--- src/rtl/cmd_sequencer_pkg.sv ---
// Shared types and constants for the SD CMD-line sequencer: state encoding,
// status codes, command frame field positions and the CRC7 polynomial.
package cmd_seq_pkg;

  localparam int FRAME_W = 48;

  localparam logic [2:0] ST_IDLE     = 3'd0;
  localparam logic [2:0] ST_CRC      = 3'd1;
  localparam logic [2:0] ST_SEND     = 3'd2;
  localparam logic [2:0] ST_WAIT_RSP = 3'd3;
  localparam logic [2:0] ST_CHECK    = 3'd4;
  localparam logic [2:0] ST_DONE     = 3'd5;

  typedef enum logic [2:0] {
    STAT_OK        = 3'd0,
    STAT_TIMEOUT   = 3'd1,
    STAT_CRC_ERR   = 3'd2,
    STAT_INDEX_ERR = 3'd3,
    STAT_WATCHDOG  = 3'd4
  } status_e;

  localparam int FRM_START  = 47;
  localparam int FRM_TX     = 46;
  localparam int FRM_IDX_HI = 45;
  localparam int FRM_IDX_LO = 40;
  localparam int FRM_ARG_HI = 39;
  localparam int FRM_ARG_LO = 8;
  localparam int FRM_CRC_HI = 7;
  localparam int FRM_CRC_LO = 1;
  localparam int FRM_END    = 0;

  localparam logic [6:0] CRC7_POLY = 7'h09;
  localparam logic [5:0] CRC_BITS  = 6'd40;

  function automatic logic [FRAME_W-1:0] build_frame(input logic [5:0]  idx,
                                                     input logic [31:0] arg);
    logic [FRAME_W-1:0] f;
    f = '0;
    f[FRM_START]                 = 1'b0;
    f[FRM_TX]                    = 1'b1;
    f[FRM_IDX_HI:FRM_IDX_LO]     = idx;
    f[FRM_ARG_HI:FRM_ARG_LO]     = arg;
    f[FRM_END]                   = 1'b1;
    return f;
  endfunction

endpackage

--- src/rtl/cmd_sequencer_if.sv ---
// Handshake bundle between cmd_sequencer (master) and physic_block_control (slave).
interface cmd_sequencer_if;
  import cmd_seq_pkg::*;

  logic [FRAME_W-1:0] oPhy_command;
  logic               oPhy_strobe;
  logic               iPhy_ack;
  logic               iPhy_strobe;
  logic [FRAME_W-1:0] iPhy_response;
  logic               iPhy_timeout;
  logic               oPhy_ack;
  logic               oPhy_idle;

  modport master (
    output oPhy_command, oPhy_strobe, oPhy_ack, oPhy_idle,
    input  iPhy_ack, iPhy_strobe, iPhy_response, iPhy_timeout
  );

  modport slave (
    input  oPhy_command, oPhy_strobe, oPhy_ack, oPhy_idle,
    output iPhy_ack, iPhy_strobe, iPhy_response, iPhy_timeout
  );

endinterface

--- src/rtl/cmd_sequencer_crc7.sv ---
// Serial CRC7 engine (x^7+x^3+1, init 0), one message bit per enabled cycle, MSB first.
module cmd_crc7
  import cmd_seq_pkg::*;
(
  input  logic       iClock_SD,
  input  logic       iReset,
  input  logic       clear_i,
  input  logic       shift_i,
  input  logic       data_i,
  output logic [6:0] crc_o
);

  logic [6:0] crc_q;
  logic [6:0] crc_d;
  logic       fb;

  always_comb begin
    fb    = data_i ^ crc_q[6];
    crc_d = crc_q;
    if (clear_i) begin
      crc_d = '0;
    end else if (shift_i) begin
      crc_d = {crc_q[5:0], 1'b0} ^ (fb ? CRC7_POLY : 7'd0);
    end
  end

  always_ff @(posedge iClock_SD or posedge iReset) begin
    if (iReset) begin
      crc_q <= '0;
    end else begin
      crc_q <= crc_d;
    end
  end

  assign crc_o = crc_q;

endmodule

--- src/rtl/cmd_sequencer.sv ---
// SD CMD-line sequencer: frame build + CRC7, PHY handshake, response capture and retry.
// Response CRC/index checking is present only when CMD_RSP_CHECK_EN is defined.
module cmd_sequencer
  import cmd_seq_pkg::*;
#(
  parameter int MAX_RETRIES     = 2,
  parameter int WATCHDOG_CYCLES = 4096
) (
  input  logic               iClock_SD,
  input  logic               iReset,
  input  logic               iNew_command,
  input  logic [5:0]         iCmd_index,
  input  logic [31:0]        iCmd_argument,
  input  logic               iRsp_expected,
  output logic               oBusy,
  output logic               oDone,
  output logic [2:0]         oStatus,
  output logic [FRAME_W-1:0] oResponse,
  cmd_sequencer_if.master    phy
);

  localparam logic [2:0]  MAX_R   = 3'(MAX_RETRIES);
  localparam logic [15:0] WD_LAST = 16'(WATCHDOG_CYCLES - 1);

  logic [2:0]         state_q,    state_d;
  logic [FRAME_W-1:0] frame_q,    frame_d;
  logic [39:0]        sh_q,       sh_d;
  logic [5:0]         bit_cnt_q,  bit_cnt_d;
  logic [2:0]         retry_q,    retry_d;
  logic [15:0]        wd_q,       wd_d;
  logic               rsp_exp_q,  rsp_exp_d;
  logic               busy_q,     busy_d;
  logic               done_q,     done_d;
  logic [2:0]         status_q,   status_d;
  logic [FRAME_W-1:0] response_q, response_d;
  logic               strobe_q,   strobe_d;
  logic               phy_ack_q,  phy_ack_d;
  logic               idle_q,     idle_d;

  logic               crc_clear;
  logic               crc_shift;
  logic [6:0]         crc;
  logic [FRAME_W-1:0] new_frame;
  logic               err;
  status_e            err_code;
  logic               fin;
  status_e            fin_code;

  // Same engine serves both the outgoing frame and the incoming response.
  cmd_crc7 u_crc7 (
    .iClock_SD (iClock_SD),
    .iReset    (iReset),
    .clear_i   (crc_clear),
    .shift_i   (crc_shift),
    .data_i    (sh_q[39]),
    .crc_o     (crc)
  );

  always_comb begin
    state_d    = state_q;
    frame_d    = frame_q;
    sh_d       = sh_q;
    bit_cnt_d  = bit_cnt_q;
    retry_d    = retry_q;
    wd_d       = wd_q;
    rsp_exp_d  = rsp_exp_q;
    busy_d     = busy_q;
    done_d     = 1'b0;
    status_d   = status_q;
    response_d = response_q;
    strobe_d   = strobe_q;
    phy_ack_d  = 1'b0;
    idle_d     = idle_q;
    crc_clear  = 1'b0;
    crc_shift  = 1'b0;
    new_frame  = build_frame(iCmd_index, iCmd_argument);
    err        = 1'b0;
    err_code   = STAT_OK;
    fin        = 1'b0;
    fin_code   = STAT_OK;

    case (state_q)
      ST_IDLE: begin
        if (iNew_command) begin
          frame_d   = new_frame;
          sh_d      = new_frame[FRM_START:FRM_ARG_LO];
          rsp_exp_d = iRsp_expected;
          retry_d   = '0;
          bit_cnt_d = '0;
          busy_d    = 1'b1;
          idle_d    = 1'b0;
          crc_clear = 1'b1;
          state_d   = ST_CRC;
        end
      end

      ST_CRC: begin
        if (bit_cnt_q == CRC_BITS) begin
          frame_d[FRM_CRC_HI:FRM_CRC_LO] = crc;
          strobe_d = 1'b1;
          state_d  = ST_SEND;
        end else begin
          crc_shift = 1'b1;
          sh_d      = {sh_q[38:0], 1'b0};
          bit_cnt_d = bit_cnt_q + 6'd1;
        end
      end

      ST_SEND: begin
        if (phy.iPhy_ack) begin
          strobe_d = 1'b0;
          if (rsp_exp_q) begin
            wd_d    = '0;
            state_d = ST_WAIT_RSP;
          end else begin
            fin      = 1'b1;
            fin_code = STAT_OK;
          end
        end
      end

      ST_WAIT_RSP: begin
        // A response arriving together with a timeout takes priority.
        if (phy.iPhy_strobe) begin
          response_d = phy.iPhy_response;
          phy_ack_d  = 1'b1;
`ifdef CMD_RSP_CHECK_EN
          sh_d       = phy.iPhy_response[FRM_START:FRM_ARG_LO];
          bit_cnt_d  = '0;
          crc_clear  = 1'b1;
          state_d    = ST_CHECK;
`else
          fin        = 1'b1;
          fin_code   = STAT_OK;
`endif
        end else if (phy.iPhy_timeout) begin
          err      = 1'b1;
          err_code = STAT_TIMEOUT;
        end else if (wd_q == WD_LAST) begin
          err      = 1'b1;
          err_code = STAT_WATCHDOG;
        end else begin
          wd_d = wd_q + 16'd1;
        end
      end

`ifdef CMD_RSP_CHECK_EN
      ST_CHECK: begin
        if (bit_cnt_q == CRC_BITS) begin
          if (crc != response_q[FRM_CRC_HI:FRM_CRC_LO]) begin
            err      = 1'b1;
            err_code = STAT_CRC_ERR;
          end else if (response_q[FRM_IDX_HI:FRM_IDX_LO] != frame_q[FRM_IDX_HI:FRM_IDX_LO]) begin
            err      = 1'b1;
            err_code = STAT_INDEX_ERR;
          end else begin
            fin      = 1'b1;
            fin_code = STAT_OK;
          end
        end else begin
          crc_shift = 1'b1;
          sh_d      = {sh_q[38:0], 1'b0};
          bit_cnt_d = bit_cnt_q + 6'd1;
        end
      end
`endif

      ST_DONE: begin
        busy_d  = 1'b0;
        idle_d  = 1'b1;
        state_d = ST_IDLE;
      end

      default: begin
        state_d = ST_IDLE;
      end
    endcase

    // Retries resend the frame already holding its CRC.
    if (err) begin
      if (retry_q < MAX_R) begin
        retry_d  = retry_q + 3'd1;
        strobe_d = 1'b1;
        state_d  = ST_SEND;
      end else begin
        fin      = 1'b1;
        fin_code = err_code;
      end
    end

    if (fin) begin
      state_d  = ST_DONE;
      done_d   = 1'b1;
      status_d = fin_code;
    end
  end

  always_ff @(posedge iClock_SD or posedge iReset) begin
    if (iReset) begin
      state_q    <= ST_IDLE;
      frame_q    <= '0;
      sh_q       <= '0;
      bit_cnt_q  <= '0;
      retry_q    <= '0;
      wd_q       <= '0;
      rsp_exp_q  <= 1'b0;
      busy_q     <= 1'b0;
      done_q     <= 1'b0;
      status_q   <= '0;
      response_q <= '0;
      strobe_q   <= 1'b0;
      phy_ack_q  <= 1'b0;
      idle_q     <= 1'b1;
    end else begin
      state_q    <= state_d;
      frame_q    <= frame_d;
      sh_q       <= sh_d;
      bit_cnt_q  <= bit_cnt_d;
      retry_q    <= retry_d;
      wd_q       <= wd_d;
      rsp_exp_q  <= rsp_exp_d;
      busy_q     <= busy_d;
      done_q     <= done_d;
      status_q   <= status_d;
      response_q <= response_d;
      strobe_q   <= strobe_d;
      phy_ack_q  <= phy_ack_d;
      idle_q     <= idle_d;
    end
  end

  assign oBusy            = busy_q;
  assign oDone            = done_q;
  assign oStatus          = status_q;
  assign oResponse        = response_q;
  assign phy.oPhy_command = frame_q;
  assign phy.oPhy_strobe  = strobe_q;
  assign phy.oPhy_ack     = phy_ack_q;
  assign phy.oPhy_idle    = idle_q;

endmodule

--- src/flat_wrapper.sv ---
// flat-port wrapper written by rule: the top's interface ports become plain ports
module cmd_sequencer_flat import cmd_seq_pkg::*;
#(
  parameter int MAX_RETRIES     = 2,
  parameter int WATCHDOG_CYCLES = 4096
)
  (iClock_SD, iReset, iNew_command, iCmd_index, iCmd_argument, iRsp_expected, oBusy, oDone, oStatus, oResponse, phy_oPhy_command, phy_oPhy_strobe, phy_oPhy_ack, phy_oPhy_idle, phy_iPhy_ack, phy_iPhy_strobe, phy_iPhy_response, phy_iPhy_timeout);
  cmd_sequencer_if phy_i ();
  input  logic iClock_SD;
  input  logic iReset;
  input  logic iNew_command;
  input  logic [5:0] iCmd_index;
  input  logic [31:0] iCmd_argument;
  input  logic iRsp_expected;
  output logic oBusy;
  output logic oDone;
  output logic [2:0] oStatus;
  output logic [FRAME_W-1:0] oResponse;
  output wire logic [$bits(phy_i.oPhy_command)-1:0] phy_oPhy_command;
  output wire logic [$bits(phy_i.oPhy_strobe)-1:0] phy_oPhy_strobe;
  output wire logic [$bits(phy_i.oPhy_ack)-1:0] phy_oPhy_ack;
  output wire logic [$bits(phy_i.oPhy_idle)-1:0] phy_oPhy_idle;
  input wire logic [$bits(phy_i.iPhy_ack)-1:0] phy_iPhy_ack;
  input wire logic [$bits(phy_i.iPhy_strobe)-1:0] phy_iPhy_strobe;
  input wire logic [$bits(phy_i.iPhy_response)-1:0] phy_iPhy_response;
  input wire logic [$bits(phy_i.iPhy_timeout)-1:0] phy_iPhy_timeout;
  assign phy_oPhy_command = phy_i.oPhy_command;
  assign phy_oPhy_strobe = phy_i.oPhy_strobe;
  assign phy_oPhy_ack = phy_i.oPhy_ack;
  assign phy_oPhy_idle = phy_i.oPhy_idle;
  assign phy_i.iPhy_ack = phy_iPhy_ack;
  assign phy_i.iPhy_strobe = phy_iPhy_strobe;
  assign phy_i.iPhy_response = phy_iPhy_response;
  assign phy_i.iPhy_timeout = phy_iPhy_timeout;
  cmd_sequencer #(.MAX_RETRIES(MAX_RETRIES), .WATCHDOG_CYCLES(WATCHDOG_CYCLES)) u_core (.iClock_SD(iClock_SD), .iReset(iReset), .iNew_command(iNew_command), .iCmd_index(iCmd_index), .iCmd_argument(iCmd_argument), .iRsp_expected(iRsp_expected), .oBusy(oBusy), .oDone(oDone), .oStatus(oStatus), .oResponse(oResponse), .phy(phy_i));
endmodule
--- config.mk ---
export PLATFORM = sky130hd
export DESIGN_NAME = cmd_sequencer_flat
export DESIGN_NICKNAME = d
export VERILOG_FILES = /design/src/rtl/cmd_sequencer_pkg.sv /design/src/rtl/cmd_sequencer_if.sv /design/src/rtl/cmd_sequencer_crc7.sv /design/src/rtl/cmd_sequencer.sv /design/src/flat_wrapper.sv
export SDC_FILE = /design/constraint.sdc
export NUM_CORES = 1
export LEC_CHECK = 0
export ABC_CLOCK_PERIOD_IN_PS = 6600
export BUFFER_PORTS_ARGS = -buffer_cell sky130_fd_sc_hd__buf_4
export CAP_MARGIN = 20
export CORE_AREA = 4 4 125 127
export DETAILED_ROUTE_END_ITERATION = 10
export DIE_AREA = 0 0 129 131
export GPL_TIMING_DRIVEN = 0
export PLACE_DENSITY = 0.79
export REMOVE_ABC_BUFFERS = 1
export SLEW_MARGIN = 30
export SYNTH_ARGS = -nofsm -noshare
export SYNTH_HDL_FRONTEND = slang
export SYNTH_SLANG_ARGS = --single-unit
--- constraint.sdc ---
create_clock -name iClock_SD -period 6.6 [get_ports iClock_SD]
set_clock_uncertainty 0.15 [all_clocks]
set_input_delay 0.66 -clock iClock_SD [delete_from_list [all_inputs] [get_ports iClock_SD]]
set_output_delay 0.66 -clock iClock_SD [all_outputs]
set_load 0.005 [all_outputs]
==> metrics.md <==
| Metric | Value |
|---|---|
| Status | finished, final reports clean |
| Final hold violation count | 0 |
| Share of cells above drive strength 1 | 0.329 |
| Crit path cell chain | nor3b_4 > o31a_1 > nor2_4 > buf_16 > buf_16 > o31a_1 > o21ai_0 |
| Worst skew pair latency | 0.43 ns |
| Critical path startpoint category | register |
| DP HPWL | 11.7 mm |
| DRC Markers | 0 |
| Core Rows | 44 |
| Setup repair bufs after CTS | 0 |
| Synth cell types | 59 |
| Vias | 5701 |
| Global-route wire length before repair | 26.8 mm |
| Crit Path Class | register to register |
| Final wirelength | 16.6 mm |
| Required @ worst endpoint | 6.79 ns |
| Layout area overhead | 29.5% |
| Crit end category | register |
| RSZ-0062 raised after global routing | false |
| Slowest-stage cell, CP | dfrtp_1 |
| CTS buffer count | 17 |
| Fmax | 0.388 GHz |
| Power Total | 4.31 mW |
| Register bit count reported by yosys | 177 |
| Max clock buf depth | 2 |
| Worst Reg-to-Reg Cells | 7 |
| Vias per cell | 5.25 |
| Final worst-path cycle share | 0.390 |
| EDFF count, synth | 0 |
| Crit path from | u_core.state_q[0]$_DFF_PP0_ |
| Initial Util | 0.526 |
| Post-DRT Antenna Nets | 0 |
| Final Setup Violations | 0 |
| Clock Pin Slew Worst Setup and Hold Paths | 0.06 ns |
| Reg-to-Reg Start | u_core.state_q[0]$_DFF_PP0_ |
| Hold Path Class | primary input to async pin |
| CP peak stage delay | 0.60 ns |
| Filler cell count | 1132 |
| Overflow after GRT | 0 |
| Initial antenna violation count | 0 |
| Dpl cells | 1055 |
| Post-synth ARST share | 1.00 |
| Clock Sinks | 177 |
| Total of max-cap violations | 0 |
| H-tree Lvls | 4 |
| Worst slew margin | 0.397 |
| PD cells | 439 mW/mm^2 |
| Chip width | 129 um |
| Crit Reg-Reg Endpoint | u_core.state_q[0]$_DFF_PP0_ |
| Worst-margin pin slew | 0.899 ns |
| Crit path max fanout | 31 |
| Area occupied by multi-input gates | 0.00296 sq mm |
| Post-CTS Resized | 0 |
| Die H | 131 um |
| Total Routing Usage GR | 0.200 |
| Sequential Area | 0.00443 sq mm |
| Worst VDD drop | 206 uV |
| # IOs | 197 |
| Post-synthesis sequential area ratio | 0.584 |
| Die ar. | 0.0169 sq mm |
| Vias in the first global route | 5445 |
| Leakage | 4.93 nW |
| Share of the synthesized area in the top cell type | 0.581 |
| WL per Instance | 15.3 um |
| Antenna diodes | 0 |
| Final Critical Period | 2.57 ns |
| Reg2Reg Setup Slack | 4.03 ns |
| Post-layout nets | 987 |
| Core Footprint | 0.0144 sq mm |
| Syn Inst Count | 708 |
| Final slew viol count | 0 |
| Largest cells by area after synthesis | dfrtp_1, nand2_1, mux2_2 |
| Root buf cell | clkbuf_16 |
| DRT Pass-1 Iters | 5 |
| Post-Syn Area | 0.00758 sq mm |
| Port-buffer cells | 194 |
| Critical path arrival | 2.77 ns |
| Synth warn | 0 |
| CTS tree | built |
| Hold Buf Count CTS | 0 |
| Non-Filler Instances | 1085 |
| GP Congestion | 0.814 |
| Main synth FF type | dfrtp_1 |
| Initial drt markers | 250 |
| Synthesized area per cell | 10.7 sq um |
| Biggest area consumer among synthesized cells | dfrtp_1 |
| Largest net degree at the start of global routing | 93 |
## where the power goes
group	switching, mW	leakage (nW)	internal, mW
sequential	0.247	2.25	1.51
combinational	0.762	2.42	0.861
clock	0.404	0.263	0.525
## metal layers
metal,up-vias,GRT usage,part of all wire,routed length [um]
li1,2765,-,-,-
met5,-,0,0,0
met2,179,0.315,0.48,8020
met3,21,0.0565,0.071,1170
met4,0,0.0729,0.016,266
met1,2736,0.266,0.43,7100
## layout by cell type, fill, tap and decap left out, drive strengths merged, types with 4 or more instances in the layout
master,n
xor2,6
a21oi,10
ha,4
buf,203
mux2i,38
xnor2,6
o31ai,4
inv,8
nand2,202
o21ai,64
a211oi,5
nor2,23
clkbuf,21
mux2,49
nor4,4
nand3,14
dfrtp,176
or4,5
clkinv,5
nand2b,4
nand4,10
## logic make-up (layout without fill, tap and decap cells)
logic type      count (synthesis)  count (layout)  synth area share
mux                            87              87             0.123
simple gates                  283             283             0.167
buf+inv                        47             239            0.0292
compound gates                 97              97            0.0754
fa+ha+maj                       4               4           0.00660
xor+xnor                       12              12            0.0139
other cells                     1               2          0.000495
flops                         177             177             0.584
## worst max-delay path by stage
stage,endpoint,slack [ns],depth (start not counted)
after floorplan,u_core.bit_cnt_q[0]$_DFFE_PP0P_,0.99,1
after global placement,u_core.wd_q[13]$_DFFE_PP0P_,-1.01,2
after detailed placement,u_core.state_q[0]$_DFF_PP0_,3.95,8
after CTS,u_core.state_q[0]$_DFF_PP0_,4.04,7
after global routing,u_core.state_q[0]$_DFF_PP0_,3.85,7
final,u_core.state_q[0]$_DFF_PP0_,4.03,7
## metrics by stage
step	util	area [sq um]	TNS (ns)	hold slack [ns]	worst slack [ns]
6_report	0.681	9820	0	0.148	4.03
5_1_grt	0.681	9820	0	0.194	3.85
2_1_floorplan	-	7390	0	0.283	0.990
3_3_place_gp	0.629	9070	-205.23	0.294	-1.01
4_1_cts	0.681	9820	0	0.178	4.04
3_5_place_dp	0.644	9290	0	0.296	3.95
## registers in the layout (all words and copies together) (netlist names)
name	count
u_core.oBusy	1
u_core.rsp_exp_q	1
u_core.phy.oPhy_ack	1
u_core.oDone	1
u_core.phy.oPhy_idle	1
u_core.phy.oPhy_strobe	1
u_core.wd_q	16
u_core.oResponse	48
u_core.u_crc7.crc_o	7
u_core.oStatus	2
u_core.bit_cnt_q	6
u_core.state_q	3
u_core.sh_q	40
u_core.phy.oPhy_command	46
u_core.retry_q	3
## worst max-delay path, delay by kind of cell (launching register included)
| kind | cells | cell delay, ns |
|---|---|---|
| buf+inv | 2 | 0.38 |
| flops | 1 | 0.60 |
| compound gates | 3 | 0.74 |
| simple gates | 2 | 0.59 |
## Yosys cell counts (3+ instances only)
cell,number
buf_1,4
dfrtp_1,176
mux2_2,48
ha_1,4
and4_1,3
a22o_1,3
o21ai_1,3
nand4_1,9
a21oi_1,10
xnor2_1,6
nand3_1,14
o21ai_0,61
xor2_1,6
nand2b_1,4
buf_2,14
inv_1,6
nand2_1,202
o31ai_1,3
a211oi_1,4
clkbuf_1,16
buf_4,5
nor2_1,21
or4_1,4
mux2i_1,38
## layout make-up
type | count | area share
multi-input combinational | 485 | 0.302
clock buffer | 21 | 0.0459
tap | 184 | 0.0234
inverter | 6 | 0.00306
clock inverter | 9 | 0.00854
timing repair buffer | 203 | 0.166
sequential | 177 | 0.451
Note: power is estimated with default switching activity, not from simulation.
